### src/rtl/segm7_axi_pkg.sv
// ---------------------------------------------------------------------------
// segm7_axi_pkg
// Shared constants for the 7-segment AXI4-Lite slave front end:
//   - AXI response codes
//   - write / read FSM state encodings
//   - register byte offsets of the display core
// ---------------------------------------------------------------------------
package segm7_axi_pkg;

    // AXI4-Lite response codes
    localparam logic [1:0] RESP_OKAY   = 2'b00;
    localparam logic [1:0] RESP_SLVERR = 2'b10;

    // Write FSM
    localparam logic [1:0] W_IDLE   = 2'd0;
    localparam logic [1:0] W_STROBE = 2'd1;
    localparam logic [1:0] W_RESP   = 2'd2;

    // Read FSM
    localparam logic [1:0] R_IDLE   = 2'd0;
    localparam logic [1:0] R_STROBE = 2'd1;
    localparam logic [1:0] R_DATA   = 2'd2;

    // Core register byte offsets
    localparam logic [15:0] REG_DISP_DATA = 16'h0000;
    localparam logic [15:0] REG_CTRL      = 16'h0004;
    localparam logic [15:0] REG_BRIGHT    = 16'h0008;
    localparam logic [15:0] REG_STATUS    = 16'h000C;

endpackage

### src/rtl/segm7_addr_decode.sv
// ---------------------------------------------------------------------------
// segm7_addr_decode
// Combinational decode of a byte address into a "register exists" flag.
// An address is valid when it is word aligned and its word index is below
// NUM_REGS.
//   i_addr  : byte address
//   o_valid : 1 when the address hits an implemented register
// ---------------------------------------------------------------------------
module segm7_addr_decode #(
    parameter int ADDR_W   = 16,
    parameter int NUM_REGS = 4
) (
    input  logic [ADDR_W-1:0] i_addr,
    output logic              o_valid
);

    // One extra bit so NUM_REGS itself is representable in the compare.
    localparam logic [ADDR_W-2:0] N_LIM = (ADDR_W-1)'(NUM_REGS);

    logic [ADDR_W-2:0] w_idx;

    assign w_idx   = {1'b0, i_addr[ADDR_W-1:2]};
    assign o_valid = (i_addr[1:0] == 2'b00) && (w_idx < N_LIM);

endmodule

### src/rtl/segm7_axi_slave.sv
// ---------------------------------------------------------------------------
// segm7_axi_slave
// AXI4-Lite slave front end for the 7-segment display core. Terminates all
// five AXI channels and turns each accepted transaction into a one-cycle
// strobe toward the core register file.
//   S_AXI_ACLK / S_AXI_ARSTN : clock, async active-low reset
//   S_AXI_AW* / S_AXI_W*     : write address / data channels
//   S_AXI_B*                 : write response channel
//   S_AXI_AR* / S_AXI_R*     : read address / data channels
//   REG_WREN/WADDR/WDATA/WSTRB : write strobe + latched write payload
//   REG_RDEN/RADDR           : read strobe + latched read address
//   REG_RDATA                : core read data, combinational in REG_RADDR
// Read and write FSMs are independent; each allows one outstanding
// transaction.
// ---------------------------------------------------------------------------
module segm7_axi_slave
    import segm7_axi_pkg::*;
#(
    parameter int C_S_AXI_DATA_WIDTH = 32,
    parameter int C_S_AXI_ADDR_WIDTH = 16,
    parameter int C_NUM_REGS         = 4
) (
    input  logic                            S_AXI_ACLK,
    input  logic                            S_AXI_ARSTN,
    input  logic [C_S_AXI_ADDR_WIDTH-1:0]   S_AXI_AWADDR,
    input  logic                            S_AXI_AWVALID,
    output logic                            S_AXI_AWREADY,
    input  logic [C_S_AXI_DATA_WIDTH-1:0]   S_AXI_WDATA,
    input  logic [C_S_AXI_DATA_WIDTH/8-1:0] S_AXI_WSTRB,
    input  logic                            S_AXI_WVALID,
    output logic                            S_AXI_WREADY,
    output logic [1:0]                      S_AXI_BRESP,
    output logic                            S_AXI_BVALID,
    input  logic                            S_AXI_BREADY,
    input  logic [C_S_AXI_ADDR_WIDTH-1:0]   S_AXI_ARADDR,
    input  logic                            S_AXI_ARVALID,
    output logic                            S_AXI_ARREADY,
    output logic [C_S_AXI_DATA_WIDTH-1:0]   S_AXI_RDATA,
    output logic [1:0]                      S_AXI_RRESP,
    output logic                            S_AXI_RVALID,
    input  logic                            S_AXI_RREADY,
    output logic                            REG_WREN,
    output logic [C_S_AXI_ADDR_WIDTH-1:0]   REG_WADDR,
    output logic [C_S_AXI_DATA_WIDTH-1:0]   REG_WDATA,
    output logic [C_S_AXI_DATA_WIDTH/8-1:0] REG_WSTRB,
    output logic                            REG_RDEN,
    output logic [C_S_AXI_ADDR_WIDTH-1:0]   REG_RADDR,
    input  logic [C_S_AXI_DATA_WIDTH-1:0]   REG_RDATA
);

    localparam int AW = C_S_AXI_ADDR_WIDTH;
    localparam int DW = C_S_AXI_DATA_WIDTH;

    // Goes high on the first edge after reset release; holds all READYs
    // low until then so they never rise combinationally with the reset.
    logic              r_live;

    logic [1:0]        r_wstate;
    logic              r_aw_got;
    logic              r_w_got;
    logic [AW-1:0]     r_waddr;
    logic [DW-1:0]     r_wdata;
    logic [DW/8-1:0]   r_wstrb;
    logic [1:0]        r_bresp;

    logic [1:0]        r_rstate;
    logic [AW-1:0]     r_raddr;
    logic [DW-1:0]     r_rdata;
    logic [1:0]        r_rresp;

    logic              w_waddr_ok;
    logic              w_raddr_ok;
    logic              w_aw_hs;
    logic              w_w_hs;
    logic              w_aw_done;
    logic              w_w_done;
    logic              w_ar_hs;

    segm7_addr_decode #(.ADDR_W(AW), .NUM_REGS(C_NUM_REGS)) u_wdec (
        .i_addr  (r_waddr),
        .o_valid (w_waddr_ok)
    );

    segm7_addr_decode #(.ADDR_W(AW), .NUM_REGS(C_NUM_REGS)) u_rdec (
        .i_addr  (r_raddr),
        .o_valid (w_raddr_ok)
    );

    always_ff @(posedge S_AXI_ACLK or negedge S_AXI_ARSTN) begin
        if (!S_AXI_ARSTN) r_live <= 1'b0;
        else              r_live <= 1'b1;
    end

    // ---------------- write path ----------------
    // Each of AW and W is accepted once; its READY drops after its own
    // handshake. The edge that completes the later handshake goes straight
    // to W_STROBE, giving one write per 3 cycles at full rate.
    assign S_AXI_AWREADY = r_live && (r_wstate == W_IDLE) && !r_aw_got;
    assign S_AXI_WREADY  = r_live && (r_wstate == W_IDLE) && !r_w_got;
    assign w_aw_hs       = S_AXI_AWVALID && S_AXI_AWREADY;
    assign w_w_hs        = S_AXI_WVALID  && S_AXI_WREADY;
    assign w_aw_done     = r_aw_got || w_aw_hs;
    assign w_w_done      = r_w_got  || w_w_hs;

    always_ff @(posedge S_AXI_ACLK or negedge S_AXI_ARSTN) begin
        if (!S_AXI_ARSTN) begin
            r_wstate <= W_IDLE;
            r_aw_got <= 1'b0;
            r_w_got  <= 1'b0;
            r_waddr  <= '0;
            r_wdata  <= '0;
            r_wstrb  <= '0;
            r_bresp  <= RESP_OKAY;
        end else begin
            case (r_wstate)
                W_IDLE: begin
                    if (w_aw_hs) r_waddr <= S_AXI_AWADDR;
                    if (w_w_hs) begin
                        r_wdata <= S_AXI_WDATA;
                        r_wstrb <= S_AXI_WSTRB;
                    end
                    if (w_aw_done && w_w_done) begin
                        r_wstate <= W_STROBE;
                        r_aw_got <= 1'b0;
                        r_w_got  <= 1'b0;
                    end else begin
                        r_aw_got <= w_aw_done;
                        r_w_got  <= w_w_done;
                    end
                end
                W_STROBE: begin
                    r_bresp  <= w_waddr_ok ? RESP_OKAY : RESP_SLVERR;
                    r_wstate <= W_RESP;
                end
                W_RESP: begin
                    if (S_AXI_BREADY) r_wstate <= W_IDLE;
                end
                default: r_wstate <= W_IDLE;
            endcase
        end
    end

    // An all-zero WSTRB is a legal no-op: OKAY response, no core write.
    assign REG_WREN     = (r_wstate == W_STROBE) && w_waddr_ok && (|r_wstrb);
    assign REG_WADDR    = r_waddr;
    assign REG_WDATA    = r_wdata;
    assign REG_WSTRB    = r_wstrb;
    assign S_AXI_BVALID = (r_wstate == W_RESP);
    assign S_AXI_BRESP  = r_bresp;

    // ---------------- read path ----------------
    assign S_AXI_ARREADY = r_live && (r_rstate == R_IDLE);
    assign w_ar_hs       = S_AXI_ARVALID && S_AXI_ARREADY;

    always_ff @(posedge S_AXI_ACLK or negedge S_AXI_ARSTN) begin
        if (!S_AXI_ARSTN) begin
            r_rstate <= R_IDLE;
            r_raddr  <= '0;
            r_rdata  <= '0;
            r_rresp  <= RESP_OKAY;
        end else begin
            case (r_rstate)
                R_IDLE: begin
                    if (w_ar_hs) begin
                        r_raddr  <= S_AXI_ARADDR;
                        r_rstate <= R_STROBE;
                    end
                end
                R_STROBE: begin
                    // Core data is combinational in REG_RADDR; capture it here.
                    r_rdata  <= w_raddr_ok ? REG_RDATA : '0;
                    r_rresp  <= w_raddr_ok ? RESP_OKAY : RESP_SLVERR;
                    r_rstate <= R_DATA;
                end
                R_DATA: begin
                    if (S_AXI_RREADY) r_rstate <= R_IDLE;
                end
                default: r_rstate <= R_IDLE;
            endcase
        end
    end

    // No read strobe for an address the core does not implement.
    assign REG_RDEN     = (r_rstate == R_STROBE) && w_raddr_ok;
    assign REG_RADDR    = r_raddr;
    assign S_AXI_RVALID = (r_rstate == R_DATA);
    assign S_AXI_RDATA  = r_rdata;
    assign S_AXI_RRESP  = r_rresp;

endmodule

### config.mk
export PLATFORM = sky130hd
export DESIGN_NAME = segm7_axi_slave
export DESIGN_NICKNAME = d
export VERILOG_FILES = /design/src/rtl/segm7_axi_pkg.sv /design/src/rtl/segm7_addr_decode.sv /design/src/rtl/segm7_axi_slave.sv
export SDC_FILE = /design/constraint.sdc
export NUM_CORES = 1
export LEC_CHECK = 0
export CAP_MARGIN = 10
export CORE_AREA = 4 4 97 99
export CTS_CLUSTER_SIZE = 12
export DETAILED_ROUTE_END_ITERATION = 6
export DIE_AREA = 0 0 101 103
export DONT_BUFFER_PORTS = 1
export GPL_ROUTABILITY_DRIVEN = 1
export GPL_TIMING_DRIVEN = 0
export PLACE_DENSITY_LB_ADDON = 0.08
export SYNTH_ARGS = -nofsm -noshare
export SYNTH_HDL_FRONTEND = slang
export SYNTH_HIERARCHICAL = 1
export SYNTH_SLANG_ARGS = --single-unit
### constraint.sdc
create_clock -name S_AXI_ACLK -period 1.54 [get_ports S_AXI_ACLK]
set_input_delay 0.231 -clock S_AXI_ACLK [delete_from_list [all_inputs] [get_ports S_AXI_ACLK]]
set_output_delay 0.231 -clock S_AXI_ACLK [all_outputs]
set_load 0.005 [all_outputs]
==> results.toml, run 1 <==
[outcome]
run_status = "finished, violations left"
failed_checks = "negative hold slack, negative setup slack"

[cts]
tritoncts_clock_tree = "built"
clk_root_buffer_cell = "sky130_fd_sc_hd__clkbuf_8"
numClockSinks = 109
ctsHtreeMaxLevel = 3
clk_path_buf_depth = 2
worst_skew_pair.late_latency_ns = 0.36
cts_made_buffers = 9
clkTransAtPathRegs_ns = 0.10

[critical_path]
worst_r2r_setup_slack_ns = -0.27
cp.buffers_inverters = 3
worst_setup_path_start_kind = "register"
end_kind = "output port"
worstSetupPathType = "register to output port"
critical_path_required_ns = 1.31
cells_along_the_critical_path = "nor4_2 > and4_1 > clkbuf_8 > clkbuf_16 > inv_4 > nor2_4"
worstReg2RegStart = "REG_RADDR[5]"
cp_top_family = "simple AND/OR/NAND/NOR gates"
critical-path-max-stage-delay_ns = 0.45
critical-path-slowest-cell = "sky130_fd_sc_hd__dfrtp_1"
critical_path.max_fanout = 3
ff2ff_path_depth = 8
endpoint_of_the_worst_register_to_register_path = "S_AXI_RDATA[27]"
worst-endpoint-arrival_ns = 1.72

[sta]
max-slew-margin-rel = 0.627
timing.final.setup_violations = 104
slew_viol_final = 0
worst_slack_ns = -0.410
report.final.hold_viol_count = 109
holdWs_ns = -0.443
final.period_utilization = 1.27
worstMarginPinSlew_ns = 0.555
clock.fmax_mhz = 513
clock_skew_ns = 0.00854
unrepaired_setup_endpoints_after_global_routing = "yes"
final_period_minus_worst_setup_slack_ns = 1.95
setup_total_negative_slack_ns = -12.47

[global_route]
grt_pass1_vias = 3453
grt.total_usage = 0.218
global_route_wire_length_before_repair_um = 17600
antenna_found_initial = 0
maximum_number_of_pins_on_one_net_before_global_route_repair = 110
gr-total-overflow = 0

[yosys]
sequential_element_share_of_the_synthesized_area = 0.626
synth_area_per_cell_sq_um = 12.9
ys_top_cells_by_count = "109 x sky130_fd_sc_hd__dfrtp_1, 68 x sky130_fd_sc_hd__nand2_1, 50 x sky130_fd_sc_hd__mux2_2"
synth_top_area_frac = 0.626
postSynthRegisterBits = 109
async_reset_ff_frac = 1.00
predominant_post_synthesis_flop_cell = "sky130_fd_sc_hd__dfrtp_1"
syn-instance-count = 337
synth_enable_flop_cells = 0
synth.top_cells.by_area = "sky130_fd_sc_hd__dfrtp_1 63%, sky130_fd_sc_hd__mux2_2 13%, sky130_fd_sc_hd__mux2_4 6.2%, sky130_fd_sc_hd__nand2_1 5.9%, sky130_fd_sc_hd__o21ai_0 4.3%"
synthesis.area_sq_mm = 0.00436
synth_cell_types = 24
synthMostInstantiatedCell = "sky130_fd_sc_hd__dfrtp_1"
synth.largest_area_cell = "sky130_fd_sc_hd__dfrtp_1"
yosysWarningCount = 6

[placement]
detailed_place_hpwl_um = 7040
placement.setup.worst_slack_ns = -0.329
place_congestion = 0.742
total_of_buffers_placed_on_input_and_output_ports = 0

[layout]
post_route_cells_drive_above_1_share = 0.360
utilization = 0.749
nets = 583
antenna-diode-count = 0
area_growth_pct = 47.1

[pwr]
switching_share = 0.297
ir_drop_uv = 689
combinationalPowerShare = 0.261
leakage_nw = 2.84
p_seq_frac = 0.535
power.internal_mw = 6.12
power_per_cell_area_mw_per_mm2 = 1360
power.net_switching_mw = 2.59
clkPwrFrac = 0.204

[worst_hold_path]
hold_path_class = "input pin to async pin"

[route]
drt_pass_1_iters = 4
postRouteWirelength_um = 11900
drc = 0
count_of_vias_placed_by_the_detailed_router = 3118
vias_per_cell = 5.29
antenna_violating_nets_post_route = 0
initialDrtViolationCount = 44
post_drt_wl_per_cell_um = 20.2

[die]
floorplan.die_area_sq_mm = 0.0104
io_pins = 218
start_util = 0.509
chipHeight_um = 103
core.rowCount = 34
floorplan.core_area_sq_mm = 0.00855
die_width_um = 101

[job]
drv.max_cap_violation_count = 0
==> timing repair <==
item                                   in CTS  in global routing
resized for setup                          78                 75
setup buffers                              21                  7
setup endpoints to repair                  89                107
endpoints found under the hold margin     201                117
pin swaps                                  13                 17
hold buffers                               92                  8
cloned                                      6                  1
==> worst register-to-register path, stage by stage, from the launching register on <==
cell	delay, ns
sky130_fd_sc_hd__dfrtp_1	0.45
sky130_fd_sc_hd__nor4_2	0.29
sky130_fd_sc_hd__and4_1	0.25
sky130_fd_sc_hd__clkbuf_8	0.14
sky130_fd_sc_hd__clkbuf_16	0.12
sky130_fd_sc_hd__buf_4	0.11
sky130_fd_sc_hd__bufbuf_16	0.24
sky130_fd_sc_hd__nand2_1	0.05
sky130_fd_sc_hd__o21ai_1	0.10
==> sequential cells by signal, summed over array words and instances (netlist names), 2 cells and up <==
register     cells
r_wstate         2
r_rstate         2
REG_WSTRB        4
REG_WDATA       32
S_AXI_RDATA     32
REG_WADDR       16
REG_RADDR       16
==> worst max path at each step <==
stage | depth (start not counted) | endpoint | start | slack, ns
after floorplan | 5 | REG_WDATA[23] | r_wstate[0] | -0.01
after global placement | 6 | S_AXI_RDATA[13] | REG_RADDR[10] | -0.28
after detailed placement | 6 | S_AXI_RDATA[20] | REG_RADDR[10] | -0.33
after CTS | 6 | REG_RDEN | REG_RADDR[5] | -0.43
after global routing | 6 | REG_RDEN | REG_RADDR[15] | -0.53
final | 6 | REG_RDEN | REG_RADDR[5] | -0.41
==> final cells by class <==
| cell class | instances | area, sq um |
|---|---|---|
| Multi-Input combinational cell | 205 | 1740 |
| Clock buffer | 10 | 138 |
| Clock inverter | 6 | 68.8 |
| Buffer | 17 | 186 |
| Timing Repair Buffer | 130 | 1390 |
| Sequential cell | 109 | 2730 |
| Inverter | 4 | 17.5 |
| Fill cell | 536 | 2150 |
| Tap cell | 108 | 135 |
==> power by group through the flow <==
stage | sequential [mW] | clock [mW] | combinational, mW
2_1_floorplan | 4.42 | 0 | 1.38
3_3_place_gp | 4.67 | 0 | 1.52
3_5_place_dp | 4.71 | 0 | 1.56
4_1_cts | 4.66 | 1.84 | 2.25
5_1_grt | 4.79 | 1.94 | 2.45
6_report | 4.66 | 1.77 | 2.27
==> cells by family (layout without fill, tap and decap cells) <==
| family | Yosys count | after routing | synth area share |
|---|---|---|---|
| buffers and inverters | 24 | 167 | 0.0299 |
| and+or+nand+nor | 93 | 93 | 0.103 |
| muxes | 68 | 68 | 0.191 |
| other | 2 | 3 | 0.00172 |
| DFF | 109 | 109 | 0.626 |
| AOI/OAI and AO/OA | 41 | 41 | 0.0483 |
==> metrics by stage <==
stage	power [mW]	hold slack, ns	std cells	instance area (sq um)
6_report	8.71	-0.443	589	6400
5_1_grt	9.18	-0.487	589	6400
4_1_cts	8.75	-0.474	581	6180
3_5_place_dp	6.27	-0.0607	446	4510
3_3_place_gp	6.20	-0.0618	446	4510
2_1_floorplan	5.80	-0.0646	338	4370
==> layer usage <==
layer,GRT usage,vias up,share of wire
met5,0,-,0
met2,0.403,139,0.55
li1,-,1418,-
met3,0.0866,17,0.093
met4,0.0634,0,0.018
met1,0.230,1544,0.34
==> cell usage in the layout (no fill, tap or decap), drive strengths merged <==
cell type and instances:
o211ai 1, clkbuf 19, nor4b 2, bufbuf 1, nor4 7, and4 2, nand3b 1, bufinv 1
a21boi 1, mux2 68, a21oi 2, conb 3, nand2 70, clkinvlp 1, nor3b 2, inv 6
nor3 1, o21ai 37, dfrtp 109, clkinv 2, buf 37, nand2b 4, dlygate4sd3 100, nor2 3
and2 1
(Power assumes the default switching activity.)
==> run 2, diff against run 1 <==
- ABC_AREA: default -> 1
- CORE_AREA: 4 4 97 99 -> 4 4 98 100
- CTS_BUF_LIST: default -> sky130_fd_sc_hd__clkbuf_8
- DIE_AREA: 0 0 101 103 -> 0 0 102 104
==> results.toml, run 2 <==
[sta]
clock.fmax_mhz = 621
worst_slack_ns = -0.0698
unrepaired_setup_endpoints_after_global_routing = "yes"
slew_viol_final = 0
holdWs_ns = -0.457
clock_skew_ns = 0.0167
final_period_minus_worst_setup_slack_ns = 1.61
report.final.hold_viol_count = 109
timing.final.setup_violations = 24
final.period_utilization = 1.05

[cts]
clkTransAtPathRegs_ns = 0.11
cts_made_buffers = 9
tritoncts_clock_tree = "built"
cts_hold_buffers = 97
numClockSinks = 109
worst_skew_pair.late_latency_ns = 0.37
clk_path_buf_depth = 2
ctsHtreeMaxLevel = 3
clk_root_buffer_cell = "sky130_fd_sc_hd__clkbuf_8"

[route]
drt_pass_1_iters = 4
antenna_violating_nets_post_route = 0
count_of_vias_placed_by_the_detailed_router = 3580
post_drt_wl_per_cell_um = 17.1
vias_per_cell = 5.18
postRouteWirelength_um = 11800
drc = 0
initialDrtViolationCount = 129

[outcome]
run_status = "finished, violations left"
failed_checks = "negative hold slack, negative setup slack"

[yosys]
async_reset_ff_frac = 1.00
synth_top_area_frac = 0.611
predominant_post_synthesis_flop_cell = "sky130_fd_sc_hd__dfrtp_1"
syn-instance-count = 449
synth.top_cells.by_area = "sky130_fd_sc_hd__dfrtp_1 61%, sky130_fd_sc_hd__nand2_1 14%, sky130_fd_sc_hd__a22o_1 6.3%, sky130_fd_sc_hd__nand3_1 6.2%, sky130_fd_sc_hd__inv_1 1.8%"
postSynthRegisterBits = 109
synth_enable_flop_cells = 0
synth_cell_types = 27
synthesis.area_sq_mm = 0.00446
synth.largest_area_cell = "sky130_fd_sc_hd__dfrtp_1"
synth_area_per_cell_sq_um = 9.94
sequential_element_share_of_the_synthesized_area = 0.611
ys_top_cells_by_count = "168 x sky130_fd_sc_hd__nand2_1, 109 x sky130_fd_sc_hd__dfrtp_1, 55 x sky130_fd_sc_hd__nand3_1"
yosysWarningCount = 6
synthMostInstantiatedCell = "sky130_fd_sc_hd__nand2_1"

[critical_path]
worst_r2r_setup_slack_ns = -0.06
end_kind = "output port"
critical_path_required_ns = 1.31
worst-endpoint-arrival_ns = 1.38
critical_path.max_fanout = 5
worstSetupPathType = "register to output port"
ff2ff_path_depth = 12
worstReg2RegStart = "REG_RADDR[1]"
critical_path.startpoint = "REG_RADDR[9]"
worst_setup_path_start_kind = "register"
endpoint_of_the_worst_register_to_register_path = "S_AXI_RDATA[15]"

[layout]
most-common-layout-cells = "168 x sky130_fd_sc_hd__nand2_1, 109 x sky130_fd_sc_hd__dfrtp_1, 97 x sky130_fd_sc_hd__dlygate4sd3_1"
utilization = 0.694
post_route_cells_drive_above_1_share = 0.125
area_growth_pct = 34.9
final_cell_area_sq_mm = 0.00602
nets = 684
stdcell_count = 691
mostFrequentLayoutCell = "sky130_fd_sc_hd__nand2_1"

[global_route]
gr-total-overflow = 0
global_route_wire_length_before_repair_um = 18500
maximum_number_of_pins_on_one_net_before_global_route_repair = 110
antenna_found_initial = 1
grt_pass1_vias = 3663
grt.total_usage = 0.217

[placement]
detailed_place.area_sq_mm = 0.00460
place.detailed.instances = 558
total_of_buffers_placed_on_input_and_output_ports = 0
place_congestion = 0.754
detailed_place_hpwl_um = 7420

[pwr]
leakage_nw = 3.08
power_per_cell_area_mw_per_mm2 = 1440
power.net_switching_mw = 3.02
switching_share = 0.347
combinationalPowerShare = 0.279
ir_drop_uv = 857
clkPwrFrac = 0.203
p_seq_frac = 0.518
finalPower_mw = 8.70
power.internal_mw = 5.68

[die]
start_util = 0.514
core.rowCount = 34
chipHeight_um = 104
io_pins = 218
floorplan.core_area_sq_mm = 0.00868
floorplan.die_area_sq_mm = 0.0106
die_width_um = 102

[worst_hold_path]
hold_path_class = "input pin to async pin"

[job]
drv.max_cap_violation_count = 0
run 2: repair_timing:
action                                  in CTS  in global routing
resized for setup                           11                  9
pin swaps                                    7                  5
buffers inserted                            10                  4
endpoints found under the hold margin      206                109
endpoints found under the setup margin       4                 47
cloned                                       3                  2
run 2: layout make-up:
class	count	area [sq um]
plain buffers	25	260
well taps	108	135
clock inverters	7	78.8
multi-input cells	292	1420
fillers	644	2660
clock buffers	9	124
repair buffers	116	1180
inverters	24	92.6
diodes	1	2.50
flip-flops and latches	109	2730
run 2: how the worst max path moves through the flow:
stage | to | slack [ns] | cells after the start
2_1_floorplan | S_AXI_WREADY | 0.26 | 5
3_3_place_gp | S_AXI_RDATA[30] | 0.12 | 9
3_5_place_dp | S_AXI_RDATA[30] | 0.03 | 9
4_1_cts | REG_RDEN | -0.10 | 8
5_1_grt | REG_RDEN | -0.19 | 8
6_report | REG_RDEN | -0.07 | 8
run 2: logic make-up after synthesis:
family | Yosys count | share of synthesized area
and+or+nand+nor | 250 | 0.243
other | 2 | 0.00168
AOI/OAI and AO/OA | 39 | 0.0726
buffers and inverters | 49 | 0.0720
DFF | 109 | 0.611
run 2: stage by stage:
| step | worst slack [ns] | setup TNS, ns |
|---|---|---|
| global route | -0.190 | -3.99 |
| finish | -0.0698 | -1.08 |
| CTS | -0.102 | -0.256 |
| floorplan | 0.263 | 0 |
| global placement | 0.116 | 0 |
| detailed placement | 0.0331 | 0 |
run 2: worst max-delay path: stages (launching register included):
cell	delay, ns
sky130_fd_sc_hd__dfrtp_1	0.43
sky130_fd_sc_hd__inv_1	0.07
sky130_fd_sc_hd__nand2_1	0.05
sky130_fd_sc_hd__nor2_1	0.09
sky130_fd_sc_hd__nand2_1	0.07
sky130_fd_sc_hd__nor2_2	0.08
sky130_fd_sc_hd__nand2_1	0.07
sky130_fd_sc_hd__clkinv_2	0.06
sky130_fd_sc_hd__buf_6	0.11
run 2: routing by layer:
metal / wire length [um] / global-route usage / vias up / share of wire
met4: 282 / 0.0815 / 0 / 0.024
met2: 5870 / 0.361 / 166 / 0.50
li1: - / - / 1689 / -
met3: 1180 / 0.0563 / 22 / 0.10
met1: 4460 / 0.270 / 1703 / 0.38
met5: 0 / 0 / - / 0
run 2: power groups by stage:
stage / registers (mW) / logic [mW] / clock network, mW
after floorplan: 4.32 / 1.57 / 0
after global placement: 4.57 / 1.80 / 0
after detailed placement: 4.58 / 1.86 / 0
after CTS: 4.52 / 2.37 / 1.81
after global routing: 4.63 / 2.73 / 1.93
final: 4.50 / 2.43 / 1.77
